### config.mk
export PLATFORM = sky130hd
export DESIGN_NAME = nx_pipe_ctrl
export DESIGN_NICKNAME = d
export VERILOG_FILES = /design/src/rtl/nx_pipe_pkg.sv /design/src/rtl/nx_sat_cnt.sv /design/src/rtl/nx_pipe_ctrl.sv
export SDC_FILE = /design/constraint.sdc
export NUM_CORES = 1
export LEC_CHECK = 0
export ABC_CLOCK_PERIOD_IN_PS = 4900
export BUFFER_PORTS_ARGS = -buffer_cell sky130_fd_sc_hd__buf_2
export CELL_PAD_IN_SITES_DETAIL_PLACEMENT = 0
export CELL_PAD_IN_SITES_GLOBAL_PLACEMENT = 1
export CORE_UTILIZATION = 35
export CTS_BUF_LIST = sky130_fd_sc_hd__clkbuf_8
export CTS_CLUSTER_SIZE = 20
export DETAILED_ROUTE_END_ITERATION = 16
export PLACE_DENSITY_LB_ADDON = 0.1
export SLEW_MARGIN = 20
export SYNTH_ARGS = -nofsm -noshare
export SYNTH_HDL_FRONTEND = slang
export SYNTH_SLANG_ARGS = --single-unit
### constraint.sdc
create_clock -name clk -period 4.9 [get_ports clk]
set_input_delay 0.245 -clock clk [delete_from_list [all_inputs] [get_ports clk]]
set_output_delay 0.245 -clock clk [all_outputs]
set_load 0.005 [all_outputs]
### src/rtl/nx_pipe_pkg.sv
// Shared defaults and stage-index names for the nx pipeline controller.
package nx_pipe_pkg;

    localparam int NSTAGE_DEF = 5;
    localparam int CNT_W_DEF  = 32;
    localparam int SIDX_W_DEF = 3;

    // Classic five-stage names; deeper pipes simply use raw indices.
    localparam int IF  = 0;
    localparam int ID  = 1;
    localparam int EXE = 2;
    localparam int MEM = 3;
    localparam int WB  = 4;

endpackage

### src/rtl/nx_sat_cnt.sv
// Saturating up-counter with synchronous clear that beats increment.
module nx_sat_cnt
    import nx_pipe_pkg::*;
#(
    parameter int W = CNT_W_DEF
) (
    input  logic         clk,
    input  logic         rst,
    input  logic         inc,
    input  logic         clr,
    output logic [W-1:0] cnt
);

    // Count up, stick at all-ones, clear on request.
    always_ff @(posedge clk or posedge rst) begin
        if (rst)
            cnt <= '0;
        else if (clr)
            cnt <= '0;
        else if (inc && (cnt != '1))
            cnt <= cnt + W'(1);
    end

endmodule

### src/rtl/nx_pipe_ctrl.sv
// Valid/allowin handshake controller for an in-order NSTAGE pipeline,
// with redirect flush and retire/stall statistics.
module nx_pipe_ctrl
    import nx_pipe_pkg::*;
#(
    parameter int NSTAGE = NSTAGE_DEF,
    parameter int CNT_W  = CNT_W_DEF,
    parameter int SIDX_W = SIDX_W_DEF
) (
    input  logic              clk,
    input  logic              rst,
    input  logic              fetch_valid,
    input  logic [NSTAGE-1:0] ready_go,
    input  logic              flush_req,
    input  logic [SIDX_W-1:0] flush_stage,
    input  logic              cnt_clr,
    output logic [NSTAGE-1:0] stage_valid,
    output logic [NSTAGE-1:0] stage_allowin,
    output logic [NSTAGE-1:0] stage_load,
    output logic [CNT_W-1:0]  retire_cnt,
    output logic [CNT_W-1:0]  stall_cnt
);

    logic [NSTAGE-1:0] valid;
    logic [NSTAGE-1:0] valid_nxt;
    logic [NSTAGE-1:0] allowin;
    logic [NSTAGE-1:0] done;
    logic [NSTAGE-1:0] feed;
    logic              flush_hit;
    int                fidx;

    // A stage is done when it holds an instruction that finished its work.
    assign done = valid & ready_go;
    // What each stage would receive: the fetch for IF, the upstream result otherwise.
    assign feed = {done[NSTAGE-2:0], fetch_valid};

    assign fidx      = int'(flush_stage);
    assign flush_hit = flush_req && (fidx < NSTAGE);

    // Backpressure chain from WB down to IF; the last stage always drains.
    always_comb begin : allowin_chain
        logic down;
        down = 1'b1;
        for (int i = NSTAGE - 1; i >= 0; i--) begin
            down       = ~valid[i] | (ready_go[i] & down);
            allowin[i] = down;
        end
    end

    // Next valids: shift on allowin, hold otherwise; a flush kills the stages
    // younger than the redirector and treats the redirector's input as a bubble,
    // so the redirecting instruction stays put while it is still busy.
    always_comb begin
        valid_nxt = valid;
        for (int i = 0; i < NSTAGE; i++) begin
            valid_nxt[i] = allowin[i] ? feed[i] : valid[i];
            if (flush_hit) begin
                if (i < fidx)
                    valid_nxt[i] = 1'b0;
                else if (i == fidx)
                    valid_nxt[i] = valid[i] & ~allowin[i];
            end
        end
    end

    // Stage valid register; reset drops everything in flight.
    always_ff @(posedge clk or posedge rst) begin
        if (rst)
            valid <= '0;
        else
            valid <= valid_nxt;
    end

    assign stage_valid   = valid;
    assign stage_allowin = allowin;
    assign stage_load    = allowin & {done[NSTAGE-2:0], 1'b1};

    nx_sat_cnt #(.W(CNT_W)) u_retire (
        .clk (clk),
        .rst (rst),
        .inc (done[NSTAGE-1]),
        .clr (cnt_clr),
        .cnt (retire_cnt)
    );

    nx_sat_cnt #(.W(CNT_W)) u_stall (
        .clk (clk),
        .rst (rst),
        .inc (fetch_valid & ~allowin[IF] & ~flush_req),
        .clr (cnt_clr),
        .cnt (stall_cnt)
    );

endmodule

# Word level (Yosys, flattened, before mapping)
# Index checks and enable logic that the tools add are counted.
[word_totals] reg_bits=69 output_inout_bits=79 word_cells=76
[classes] add_sub_neg=2 order_cmp=6 n_eq_ne=6 mux=24 n_bitwise=29 n_reduce_logical=6
[op_table] op="2-to-1 mux 32 bit" count=4
[op_table] op="adder 32 x 1 -> 32 bit (second input constant)" count=2
[op_table] op="!= test 32 bit (second input constant)" count=2
[op_table] op="logical NOT 32 bit" count=1
[op_table] op="2-to-1 mux 1 bit" count=20
[op_table] op="bitwise AND 1 bit" count=11
[op_table] op="NOT 1 bit" count=11
[op_table] op="bitwise AND 5 bit" count=2
[op_table] op="== test 3 bit (first input constant)" count=3
[op_table] op="< comparator 1 x 3 -> 1 bit (first input constant)" count=2
[op_table] op="< comparator 2 x 3 -> 1 bit (first input constant)" count=2
[op_table] op="OR 1 bit" count=5
[op_table] op="nonzero test 2 bit" count=2
[op_table] op="== test 2 x 3 -> 1 bit (first input constant)" count=1
[op_table] op="logical AND 1 bit" count=3
[op_table] op="< comparator 3 bit (first input constant)" count=1
[op_table] op="< comparator 3 bit (second input constant)" count=1

# Depth between registers and ports, before layout
[depth] depth_word=16 depth_mapped=8

# Hierarchy
# A second synthesis with hierarchy kept.
[unflattened] hier_cells=429 hier_area_um2=3983.8
[by_module_without_submodules] mod="nx_sat_cnt at u_retire" n_inst=1 cells_per_inst=195 area_each_um2=1826.8 seq_area_each_um2=800.8
[by_module_without_submodules] mod="nx_sat_cnt at u_stall" n_inst=1 cells_per_inst=186 area_each_um2=1740.4 seq_area_each_um2=800.8
[by_module_without_submodules] mod="nx_pipe_ctrl" n_inst=1 cells_per_inst=48 area_each_um2=416.6 seq_area_each_um2=125.1

# Worst setup path before layout
# No wires, ideal clock.
[synth_path] path_kind="flip-flop to flip-flop" startpoint="register u_retire.cnt[17]" endpoint="register u_retire.cnt[31]" arrival_ns=2.210 setup_slack_ns=2.612 stages_incl_launch_ff=8 path_buffers=2 path_cell_list="dfrtp_1 nand4_2 or3_1 buf_2 or4_1 buf_2 or4_1 a21oi_1"
[synth_via] elab_chain_cells=3 word_cells_on_any_way=6
[synth_lines] item="start: declaration" line_no="nx_sat_cnt.sv:11" source="output logic [W-1:0] cnt"
[synth_lines] item="start signal: assignment" line_no="nx_sat_cnt.sv:21" source="cnt <= cnt + W'(1);"
[synth_lines] item="adder 32 x 1 -> 32 bit / != test 32 bit (equally long branches)" line_no="nx_sat_cnt.sv:21, nx_sat_cnt.sv:20"
[synth_lines] item="2-to-1 mux 32 bit / logical AND 1 bit (equally long branches)" line_no="nx_sat_cnt.sv:20" source="else if (inc && (cnt != '1))"
[synth_lines] item="2-to-1 mux 32 bit / nonzero test 2 bit (equally long branches)"
# Several ways; a longest one is shown, not always the timed one. The select of a mux whose other input is x is not followed.
# A chain may end at the register's enable or synchronous reset.

# Final worst setup path
[layout_path] startpoint="register u_stall.cnt[0]" endpoint="register u_stall.cnt[6]"
[layout_via] elab_chain_cells=3 word_cells_on_any_way=6
[layout_lines] item="start: declaration" line_no="nx_sat_cnt.sv:11"
[layout_lines] item="start signal: assignment" line_no="nx_sat_cnt.sv:21"
[layout_lines] item="adder 32 x 1 -> 32 bit / != test 32 bit (equally long branches)" line_no="nx_sat_cnt.sv:21, nx_sat_cnt.sv:20"
[layout_lines] item="2-to-1 mux 32 bit / logical AND 1 bit (equally long branches)" line_no="nx_sat_cnt.sv:20"
[layout_lines] item="2-to-1 mux 32 bit / nonzero test 2 bit (equally long branches)"
# Several ways; a longest one is shown, not always the timed one. The select of a mux whose other input is x is not followed.

==> metrics.txt <==
Post-route DRC 0; CTS Hold Bufs 0; Storage cell area 0.00173 mm2; fmax between 300 and 400 MHz; min Tclk post-route roughly 2800 ps; Congestion Overflow GR 0; vias in the first global route between 3,000 and 4,000; Root Driver clkbuf_8; Die Wd between 100 and 150 um; Detailed Routing Iterations Pass 1 4; Die Ht ~110 um; Post-Syn Nets roughly 480; largest net degree at the start of global routing 70; Placer Congestion about 0.74; Max Slew Vio Count 0; Nets 560; syn avg cell area slightly below 9 um2; WP data required 5150 ps; Setup Fix Bufs, Post-CTS 0; Post-CTS Resized 0; setup violators final 0; setup ws final about 2100 ps; register area share after synthesis 0.424; CTS buffer count 9; critical path's largest stage delay about 650 ps; DRT Wirelength 11.2 mm; most common flop cell mapped by yosys dfrtp_1; RSZ-0062 raised after global routing no; initial antenna violation count 0; synthesis-to-layout area growth 18.9%; TNS Setup 0 ps; Mapped Cells between 400 and 500; All-Layer GR Usage 0.196; multi-input logic area around 0.0022 mm2; via count just under 4,000; Std-Cell Rows 39; Syn. warnings 0; Worst setup SP type flip-flop; die area 0.0121 mm2; clk_lat worst skew around 360 ps; layout cells sized above 1 0.242; final worst path period share 0.569; Post-synth EDFFs 0; flops & latches, synth a little under 70; num ports 92; Static Leakage 0.00211 uW; first-pass GRT wire length approximately 18 mm; Worst Setup Path Type flip-flop to flip-flop; max-cap violation count 0; Async S/R FF share, synth 1.00; clock tree buffer depth 2; Vias/cell 5.62; placed cell count ~680; H-tree depth 3; status completed; highest-delay cell along the critical path or4_1; Netlist cell types 50; antenna-violating nets left 0; cell chain of the critical path ha_1, nand3_1, or4_1, nor3_2, buf_4, nor3_1, mux2_2; Post-Syn Area slightly above 0.004 mm2; Reg clk slew, reported paths ~80 ps; CP Capture Type flip-flop; Layout Cells excl Fill roughly 700; DP HPWL 7.53 mm; n_diodes 0; Fin. Hold Viols 0; Final Util 0.426; peak supply drop 0.000142 V; max_slew headroom 0.322; Iter 0 DRT Violations roughly 260; worst clock skew approximately 9 ps; initial core utilization 0.358; port bufs 91; clock sink total around 70; Tightest Hold Check Type primary input to async pin; crit path max fanout 29; Worst Tran Pin Value roughly 990 ps; CP arrival about 3000 ps; CTS tree done; pre-CTS setup slack between 2000 and 2500 ps; # fillers 1,163; WHS between 100 and 150 ps; WL per Instance 16.1 um; PD cells about 230 mW/mm2; Core Region 0.0114 mm2
-- through the flow --
step	total power, uW	cell area (um2)
after floorplan	639	4070
after global placement	670	4650
after detailed placement	671	4650
after CTS	1140	4840
after global routing	1170	4840
final	1120	4840
-- worst paths after layout --
kind                                   from                to  slack [ps]  depth (start not counted)
min                                     rst    stage_valid[3]         130                          3
min reg2reg                u_retire.cnt[10]  u_retire.cnt[10]         540                          1
max                          u_stall.cnt[0]    u_stall.cnt[6]        2110                          7
min in group clk                  flush_req    stage_valid[3]         160                          2
max in group asynchronous               rst  u_retire.cnt[29]        4150                          3
max reg2reg                  u_stall.cnt[0]    u_stall.cnt[6]        2110                          7
-- logic make-up (layout without fill, tap and decap cells) --
group	Yosys count	after routing	share of synthesized area
DFF	69	69	0.424
adders and majority gates	2	2	0.00614
and+or+nand+nor	214	214	0.289
AOI/OAI and AO/OA	108	108	0.172
xor gates and xnor gates	15	15	0.0322
muxes	13	13	0.0353
buffers and inverters	42	129	0.0418
-- cells in the final DEF (no fill, tap or decap), types with 7 or more instances in the layout --
cell,instances
o21ai_0,22
and3_1,7
dfrtp_1,69
buf_2,91
nand3_1,23
mux2_2,11
clkbuf_8,13
inv_1,18
or4_1,20
nor2_1,42
nand2_1,31
nor2b_1,14
or3_1,16
o31ai_1,17
a21oi_1,34
nor3_1,12
xnor2_1,10
nand4_1,16
-- cells in the mapped netlist (3+ instances only) --
master     instances  share of area
nor4_1             6         0.0092
xnor2_1           10          0.021
a31oi_1            5         0.0077
o21ai_0           22          0.027
nor2_1            42          0.039
nand2b_1           6         0.0092
inv_1             16          0.015
o2111ai_1          3         0.0065
nand3_1           23          0.028
xor2_1             5          0.011
nand4_1           16          0.025
and4_1             6          0.013
a2111oi_0          4         0.0086
a31o_2             3         0.0065
and2_1             6         0.0092
a211oi_1           4         0.0074
nor2b_1           14          0.021
dfrtp_1           69           0.42
and3_1             7          0.011
a21oi_1           34          0.042
o31ai_1           17          0.031
or3_1             16          0.025
buf_2              4         0.0049
nor3_1            13          0.016
nand2_1           31          0.029
or4_1             20          0.037
mux2_2            11          0.030
clkbuf_1          20          0.018
-- per-layer routing --
metal | track usage | share of wire | wire (um)
met1 | 0.273 | 0.48 | 5360
met2 | 0.296 | 0.45 | 5030
met3 | 0.0391 | 0.052 | 581
met4 | 0.0771 | 0.017 | 187
met5 | 0 | 0 | 0
-- area by class of cell --
cell class | count | share of cell area
Clock inverter | 3 | 0.00232
Inverter | 16 | 0.0124
Sequential cell | 69 | 0.356
Tap cell | 143 | 0.0369
Clock buffer | 13 | 0.0369
Timing Repair Buffer | 97 | 0.103
Multi-Input combinational cell | 352 | 0.452
-- worst max-delay path, delay by kind of cell, from the launching register on --
family / cells / cell delay (ps)
flops: 1 / 430
buf+inv: 1 / 370
simple gates: 4 / 1390
fa+ha+maj: 1 / 210
mux: 1 / 280
-- state kept, by name (all words and copies together), names as in the netlist --
signal and flops:
u_retire.cnt 32, stage_valid 5, u_stall.cnt 32
-- power by group --
part	internal (uW)	switching [uW]
clock network	234	224
logic	24.6	50.6
registers	575	7.67
total	834	282
No activity file was read; power rests on OpenSTA's default activity.
